## src/rtl/register_toggle_multi_pkg.sv

```systemverilog
// Shared op-code encoding for the multi-channel bit-operation register.
// Imported by the interface, the per-channel lane and the top level.
package register_toggle_multi_pkg;

  localparam int OP_WIDTH = 3;

  typedef enum logic [OP_WIDTH-1:0] {
    OP_HOLD    = 3'd0,
    OP_LOAD    = 3'd1,
    OP_SET     = 3'd2,
    OP_CLRBITS = 3'd3,
    OP_TOGGLE  = 3'd4,
    OP_INVERT  = 3'd5,
    OP_RESTORE = 3'd6,
    OP_RSVD    = 3'd7
  } op_t;

endpackage

```

## src/rtl/register_toggle_multi_if.sv

```systemverilog
// Bus bundle for register_toggle_multi: per-channel ops and operands in,
// channel words and event flags out.
interface register_toggle_multi_if
  import register_toggle_multi_pkg::*;
#(
  parameter int WORD_WIDTH   = 8,
  parameter int CHANNELS     = 4,
  parameter int PERIOD_WIDTH = 16
);

  logic                           clock_enable;
  logic                           clear;
  logic [OP_WIDTH*CHANNELS-1:0]   op;
  logic [WORD_WIDTH*CHANNELS-1:0] data_in;
  logic [CHANNELS-1:0]            auto_enable;
  logic [PERIOD_WIDTH-1:0]        auto_period;
  logic [WORD_WIDTH*CHANNELS-1:0] data_out;
  logic [CHANNELS-1:0]            changed;
  logic [CHANNELS-1:0]            auto_tick;

  modport master (
    output clock_enable, clear, op, data_in, auto_enable, auto_period,
    input  data_out, changed, auto_tick
  );

  modport slave (
    input  clock_enable, clear, op, data_in, auto_enable, auto_period,
    output data_out, changed, auto_tick
  );

endinterface

```

## src/rtl/register.sv

```systemverilog
// Plain word register with load enable and asynchronous active-high reset.
module register #(
  parameter int              WIDTH       = 8,
  parameter logic [WIDTH-1:0] RESET_VALUE = '0
) (
  input  logic             clock,
  input  logic             reset,
  input  logic             enable,
  input  logic [WIDTH-1:0] d,
  output logic [WIDTH-1:0] q
);

  always_ff @(posedge clock or posedge reset) begin
    if (reset)
      q <= RESET_VALUE;
    else if (enable)
      q <= d;
  end

endmodule

```

## src/rtl/register_toggle_multi_lane.sv

```systemverilog
// One channel: next-value mux, auto-toggle timer and change/tick flags.
// The word itself lives in a `register` instance.
module register_toggle_multi_lane
  import register_toggle_multi_pkg::*;
#(
  parameter int                    WORD_WIDTH   = 8,
  parameter int                    PERIOD_WIDTH = 16,
  parameter logic [WORD_WIDTH-1:0] RESET_VALUE  = '0
) (
  input  logic                    clock,
  input  logic                    reset,
  input  logic                    clock_enable,
  input  logic                    clear,
  input  logic [OP_WIDTH-1:0]     op,
  input  logic [WORD_WIDTH-1:0]   data_in,
  input  logic                    auto_enable,
  input  logic [PERIOD_WIDTH-1:0] period_last,
  output logic [WORD_WIDTH-1:0]   data_out,
  output logic                    changed,
  output logic                    auto_tick
);

  logic [WORD_WIDTH-1:0]   q;
  logic [WORD_WIDTH-1:0]   next_q;
  logic [PERIOD_WIDTH-1:0] count;
  logic [PERIOD_WIDTH-1:0] next_count;
  logic                    fire;

  // >= rather than == so a period lowered below the running count fires at once
  assign fire = auto_enable && (count >= period_last);

  always_comb begin
    next_q = q;
    if (clear) begin
      next_q = RESET_VALUE;
    end else begin
      case (op_t'(op))
        OP_LOAD:    next_q = data_in;
        OP_SET:     next_q = q | data_in;
        OP_CLRBITS: next_q = q & ~data_in;
        OP_TOGGLE:  next_q = q ^ data_in;
        OP_INVERT:  next_q = ~q;
        OP_RESTORE: next_q = RESET_VALUE;
        // HOLD and reserved: only here may a timer fire invert the word
        default:    next_q = fire ? ~q : q;
      endcase
    end
  end

  always_comb begin
    next_count = count + 1'b1;
    if (clear || !auto_enable || fire)
      next_count = '0;
  end

  register #(
    .WIDTH       (WORD_WIDTH),
    .RESET_VALUE (RESET_VALUE)
  ) u_word (
    .clock  (clock),
    .reset  (reset),
    .enable (clock_enable),
    .d      (next_q),
    .q      (q)
  );

  always_ff @(posedge clock or posedge reset) begin
    if (reset) begin
      count     <= '0;
      changed   <= 1'b0;
      auto_tick <= 1'b0;
    end else if (clock_enable) begin
      count     <= next_count;
      changed   <= (next_q != q);
      auto_tick <= fire && !clear;
    end
  end

  assign data_out = q;

endmodule

```

## src/rtl/register_toggle_multi.sv

```systemverilog
// Multi-channel bit-operation register with per-channel auto-toggle timers.
// Channels are independent lanes sharing only the clamped timer period.
module register_toggle_multi
  import register_toggle_multi_pkg::*;
#(
  parameter int                    WORD_WIDTH   = 8,
  parameter int                    CHANNELS     = 4,
  parameter logic [WORD_WIDTH-1:0] RESET_VALUE  = '0,
  parameter int                    PERIOD_WIDTH = 16
) (
  input logic                  clock,
  input logic                  reset,
  register_toggle_multi_if.slave bus
);

  logic [PERIOD_WIDTH-1:0] period_last;

  // eff_period = max(auto_period, 1); lanes compare against eff_period-1
  assign period_last = (bus.auto_period == '0) ? '0 : bus.auto_period - 1'b1;

  for (genvar k = 0; k < CHANNELS; k++) begin : g_lane
    register_toggle_multi_lane #(
      .WORD_WIDTH   (WORD_WIDTH),
      .PERIOD_WIDTH (PERIOD_WIDTH),
      .RESET_VALUE  (RESET_VALUE)
    ) u_lane (
      .clock        (clock),
      .reset        (reset),
      .clock_enable (bus.clock_enable),
      .clear        (bus.clear),
      .op           (bus.op[OP_WIDTH*k +: OP_WIDTH]),
      .data_in      (bus.data_in[WORD_WIDTH*k +: WORD_WIDTH]),
      .auto_enable  (bus.auto_enable[k]),
      .period_last  (period_last),
      .data_out     (bus.data_out[WORD_WIDTH*k +: WORD_WIDTH]),
      .changed      (bus.changed[k]),
      .auto_tick    (bus.auto_tick[k])
    );
  end

endmodule

```

## src/flat_wrapper.sv

```systemverilog
// flat-port wrapper written by rule: the top's interface ports become plain ports
module register_toggle_multi_flat import register_toggle_multi_pkg::*;
#(
  parameter int                    WORD_WIDTH   = 8,
  parameter int                    CHANNELS     = 4,
  parameter logic [WORD_WIDTH-1:0] RESET_VALUE  = '0,
  parameter int                    PERIOD_WIDTH = 16
)
  (clock, reset, bus_clock_enable, bus_clear, bus_op, bus_data_in, bus_auto_enable, bus_auto_period, bus_data_out, bus_changed, bus_auto_tick);
  register_toggle_multi_if #(.WORD_WIDTH(WORD_WIDTH), .CHANNELS(CHANNELS), .PERIOD_WIDTH(PERIOD_WIDTH)) bus_i ();
  input logic clock;
  input logic reset;
  input wire logic [$bits(bus_i.clock_enable)-1:0] bus_clock_enable;
  input wire logic [$bits(bus_i.clear)-1:0] bus_clear;
  input wire logic [$bits(bus_i.op)-1:0] bus_op;
  input wire logic [$bits(bus_i.data_in)-1:0] bus_data_in;
  input wire logic [$bits(bus_i.auto_enable)-1:0] bus_auto_enable;
  input wire logic [$bits(bus_i.auto_period)-1:0] bus_auto_period;
  output wire logic [$bits(bus_i.data_out)-1:0] bus_data_out;
  output wire logic [$bits(bus_i.changed)-1:0] bus_changed;
  output wire logic [$bits(bus_i.auto_tick)-1:0] bus_auto_tick;
  assign bus_i.clock_enable = bus_clock_enable;
  assign bus_i.clear = bus_clear;
  assign bus_i.op = bus_op;
  assign bus_i.data_in = bus_data_in;
  assign bus_i.auto_enable = bus_auto_enable;
  assign bus_i.auto_period = bus_auto_period;
  assign bus_data_out = bus_i.data_out;
  assign bus_changed = bus_i.changed;
  assign bus_auto_tick = bus_i.auto_tick;
  register_toggle_multi #(.WORD_WIDTH(WORD_WIDTH), .CHANNELS(CHANNELS), .RESET_VALUE(RESET_VALUE), .PERIOD_WIDTH(PERIOD_WIDTH)) u_core (.clock(clock), .reset(reset), .bus(bus_i));
endmodule
```

## config.mk

```make
export PLATFORM = sky130hd
export DESIGN_NAME = register_toggle_multi_flat
export DESIGN_NICKNAME = d
export VERILOG_FILES = /design/src/rtl/register_toggle_multi_pkg.sv /design/src/rtl/register_toggle_multi_if.sv /design/src/rtl/register.sv /design/src/rtl/register_toggle_multi_lane.sv /design/src/rtl/register_toggle_multi.sv /design/src/flat_wrapper.sv
export SDC_FILE = /design/constraint.sdc
export NUM_CORES = 1
export LEC_CHECK = 0
export CORE_ASPECT_RATIO = 0.75
export CORE_MARGIN = 2
export CORE_UTILIZATION = 61
export CTS_BUF_LIST = sky130_fd_sc_hd__clkbuf_8
export DETAILED_ROUTE_END_ITERATION = 6
export PLACE_DENSITY_LB_ADDON = 0.05
export SETUP_SLACK_MARGIN = 0.5
export SYNTH_ARGS = -nofsm -noshare
export SYNTH_HDL_FRONTEND = slang
export SYNTH_HIERARCHICAL = 1
export SYNTH_SLANG_ARGS = --single-unit
```

## constraint.sdc

```tcl
create_clock -name clock -period 3.1 [get_ports clock]
set_input_delay 0.775 -clock clock [delete_from_list [all_inputs] [get_ports clock]]
set_output_delay 0.775 -clock clock [all_outputs]
set_load 0.01 [all_outputs]
```

==> results.yml <==
timing:
  slew_viol_final: 0
  setup_viol: 104
  period_needed_ns: 3.93
  hold_viol: 0
  timing.final.crit_share: 1.27
  relSlewSlack: 0.452
  timing.fmax_ghz: 0.255
  rsz0062_at_grt: "true"
  fin_skew_ns: 0.0169
  fin_ws_ns: -0.825
  tightestPinTransition_ns: 0.821
pwr:
  power_frac_seq: 0.378
  p_leak_uw: 0.00692
  p_sw_uw: 1590
  p_comb_frac: 0.428
  clkPwrFrac: 0.194
  peakVddDrop_mv: 0.196
  p_sw_frac: 0.380
  intPower_uw: 2590
  cellPowerDensity_mw_per_mm2: 270
cells_and_area:
  stdcell_area_sq_mm: 0.0155
  antenna_cells: 0
  areaGrowthSynthToFinish_pct: 39.5
  drive_above_1_share: 0.326
  fin_nets: 1801
  fin_cells: 1847
floorplan:
  dieArea_sq_mm: 0.0193
  die_w_um: 160
  io_pins: 108
  core_sq_mm: 0.0177
  initial_core_util: 0.627
  die_h_um: 121
  fp-row-count: 42
global_route:
  grt_pass1_vias: 11000
  track_usage: 0.334
  grt_max_degree: 31
  antenna_found_initial: 0
  grt_pass1_wl_um: 53100
  grt_overflow: 0
route:
  totalWireLength_um: 39300
  wl_per_cell_um: 21.3
  drc: 0
  first_iter_violations: 1676
  vias: 12000
  dr.pass1.iters: 7
  ant_nets: 0
  viasPerCell: 6.49
synthesis:
  syn-instance-count: 1331
  synth_area_per_cell_sq_um: 8.34
  synthFlopType: "dfrtp_1"
  yosys_warnings: 6
  ys_ff_latch: 104
  synthArstFlopShare: 1.00
  syn_area_sq_mm: 0.0111
  yosysUniqueCellTypes: 101
  netlist_top_cells_count: "inv_1 (167), ha_1 (133), nor2_1 (118)"
  synth.most_common_cell: "inv_1"
  yosysTopAreaCell: "dfrtp_1"
  synth_area_leaders: "dfrtp_1 (23%), ha_1 (15%), inv_1 (5.6%)"
  synth.top_cell.area_share: 0.234
  synth-edff-count: 0
  ys_seq_area_frac: 0.234
  synth_nets: 1532
setup_path:
  path_max_fanout: 6
  r2r-start: "u_core/g_lane[0].u_lane/u_word/q[6]"
  r2r_cells: 8
  cp-startpoint: "bus_auto_period[1]"
  critPathCapture: "u_core/g_lane[3].u_lane/count[3]"
  cp-start-kind: "input port"
  reg2reg_slack_ns: 0.18
  critical_path_arrival_ns: 4.23
  end_kind: "flip-flop"
  worstSetupPathType: "input port to flip-flop"
  cp_data_required_time_ns: 3.41
  r2r_end: "u_core/g_lane[0].u_lane/changed"
clocking:
  cts_buffers: 9
  clock_sinks: 104
  insertion_delay_ns: 0.41
  cts_buffer_depth: 2
  cts_tree: "done"
  cts-hold-fix-buffers: 0
  cts.clk_slew.worst_paths_ns: 0.10
  htreeDepth: 3
  clock_tree.root_cell: "clkbuf_8"
placed_design:
  globalplace.congestion: 0.904
  dp.final_hpwl_um: 22100
  dpl_cell_area_sq_mm: 0.0134
  pre_cts_ws_ns: -1.44
  portBuffers: 107
  dpl.cell_count: 1780
flow_run:
  cap_violations: 0
status:
  outcome: "complete, but fails checks"
  violations: "negative setup slack"
min_path:
  min_path_type: "flip-flop to flip-flop"
[kinds of logic after synthesis]
group | share of synthesized area
compound gates | 0.189
flops | 0.234
fa+ha+maj | 0.150
mux | 0.0516
simple gates | 0.217
xor+xnor | 0.0678
buf+inv | 0.0908
[power groups by stage]
stage / combinational [uW] / sequential [uW] / clock [uW]
finish: 1790 / 1580 / 812
global route: 1910 / 1600 / 854
CTS: 1550 / 1570 / 806
detailed placement: 1460 / 1590 / 0
global placement: 1410 / 1590 / 0
floorplan: 865 / 1570 / 0
[flip-flops by register name, summed over array words and instances, names as in the netlist]
register and cells:
u_core/g_lane.u_lane/count 64, u_core/g_lane.u_lane/u_word/q 32, u_core/g_lane.u_lane/auto_tick 4, u_core/g_lane.u_lane/changed 4
[layout make-up]
class	instances	area (sq um)
Tap cell	242	303
Clock buffer	9	124
Fill cell	894	2230
Clock inverter	7	40.0
Sequential cell	104	2600
Timing Repair Buffer	308	2820
Inverter	168	668
Multi-Input combinational cell	1009	8920
[per-layer routing]
layer | part of all wire | vias up | track usage
met2 | 0.46 | 805 | 0.552
met4 | 0.057 | 0 | 0.104
met3 | 0.089 | 246 | 0.0720
met1 | 0.39 | 5672 | 0.441
li1 | - | 5261 | -
met5 | 0 | - | 0
[stage by stage]
stage | total power (uW) | hold slack [ns] | TNS (ns) | util
2_1_floorplan | 2440 | 0.491 | -46.93 | -
3_3_place_gp | 3000 | 0.491 | -116.65 | 0.758
3_5_place_dp | 3050 | 0.498 | -124.00 | 0.758
4_1_cts | 3930 | 0.519 | -42.82 | 0.815
5_1_grt | 4370 | 0.555 | -79.18 | 0.874
6_report | 4180 | 0.519 | -67.81 | 0.874
[placed cells by master (no fill, tap or decap), types with 32 or more instances in the layout]
master,netlist,final
nand4_1,35,35
nor2_1,118,76
dfrtp_1,104,104
nor2_2,1,32
buf_6,12,38
mux2_4,32,34
ha_4,0,32
nand2_1,87,84
buf_4,6,155
nand3_1,36,34
ha_1,133,100
clkdlybuf4s50_1,0,89
inv_1,167,140
o21ai_0,55,35
a21oi_1,66,53
[worst min path at each step]
stage	slack, ns	end	start	depth (start not counted)
2_1_floorplan	0.49	u_core/g_lane[0].u_lane/count[2]	u_core/g_lane[0].u_lane/count[2]	1
3_3_place_gp	0.49	u_core/g_lane[0].u_lane/auto_tick	u_core/g_lane[0].u_lane/auto_tick	1
3_5_place_dp	0.50	u_core/g_lane[0].u_lane/auto_tick	u_core/g_lane[0].u_lane/auto_tick	1
4_1_cts	0.52	u_core/g_lane[0].u_lane/auto_tick	u_core/g_lane[0].u_lane/auto_tick	1
5_1_grt	0.56	u_core/g_lane[0].u_lane/auto_tick	u_core/g_lane[0].u_lane/auto_tick	1
6_report	0.52	u_core/g_lane[3].u_lane/auto_tick	u_core/g_lane[3].u_lane/auto_tick	2
[critical path, cell delays in order]
cell,delay [ns]
buf_6,0.09
buf_8,0.13
inv_12,0.05
ha_4,0.12
nor3b_4,0.21
nand4_2,0.16
nor3_4,0.25
buf_6,0.16
buf_16,0.12
nor2_2,0.06
inv_1,0.14
ha_4,0.24
and3_4,0.18
a221oi_2,0.25
nor3_2,0.07
a41oi_2,0.27
buf_4,0.17
nand4b_1,0.23
buf_4,0.25
o21ai_2,0.13
o2bb2ai_1,0.17
[repair_timing]
action | in CTS | in global routing
buffers inserted | 20 | 24
cloned | 6 | 1
resized for setup | 157 | 188
pin swaps | 81 | 70
setup endpoints to repair | 104 | 104
hold endpoints to repair | 0 | 0
Power figures use the tool's default switching activity.
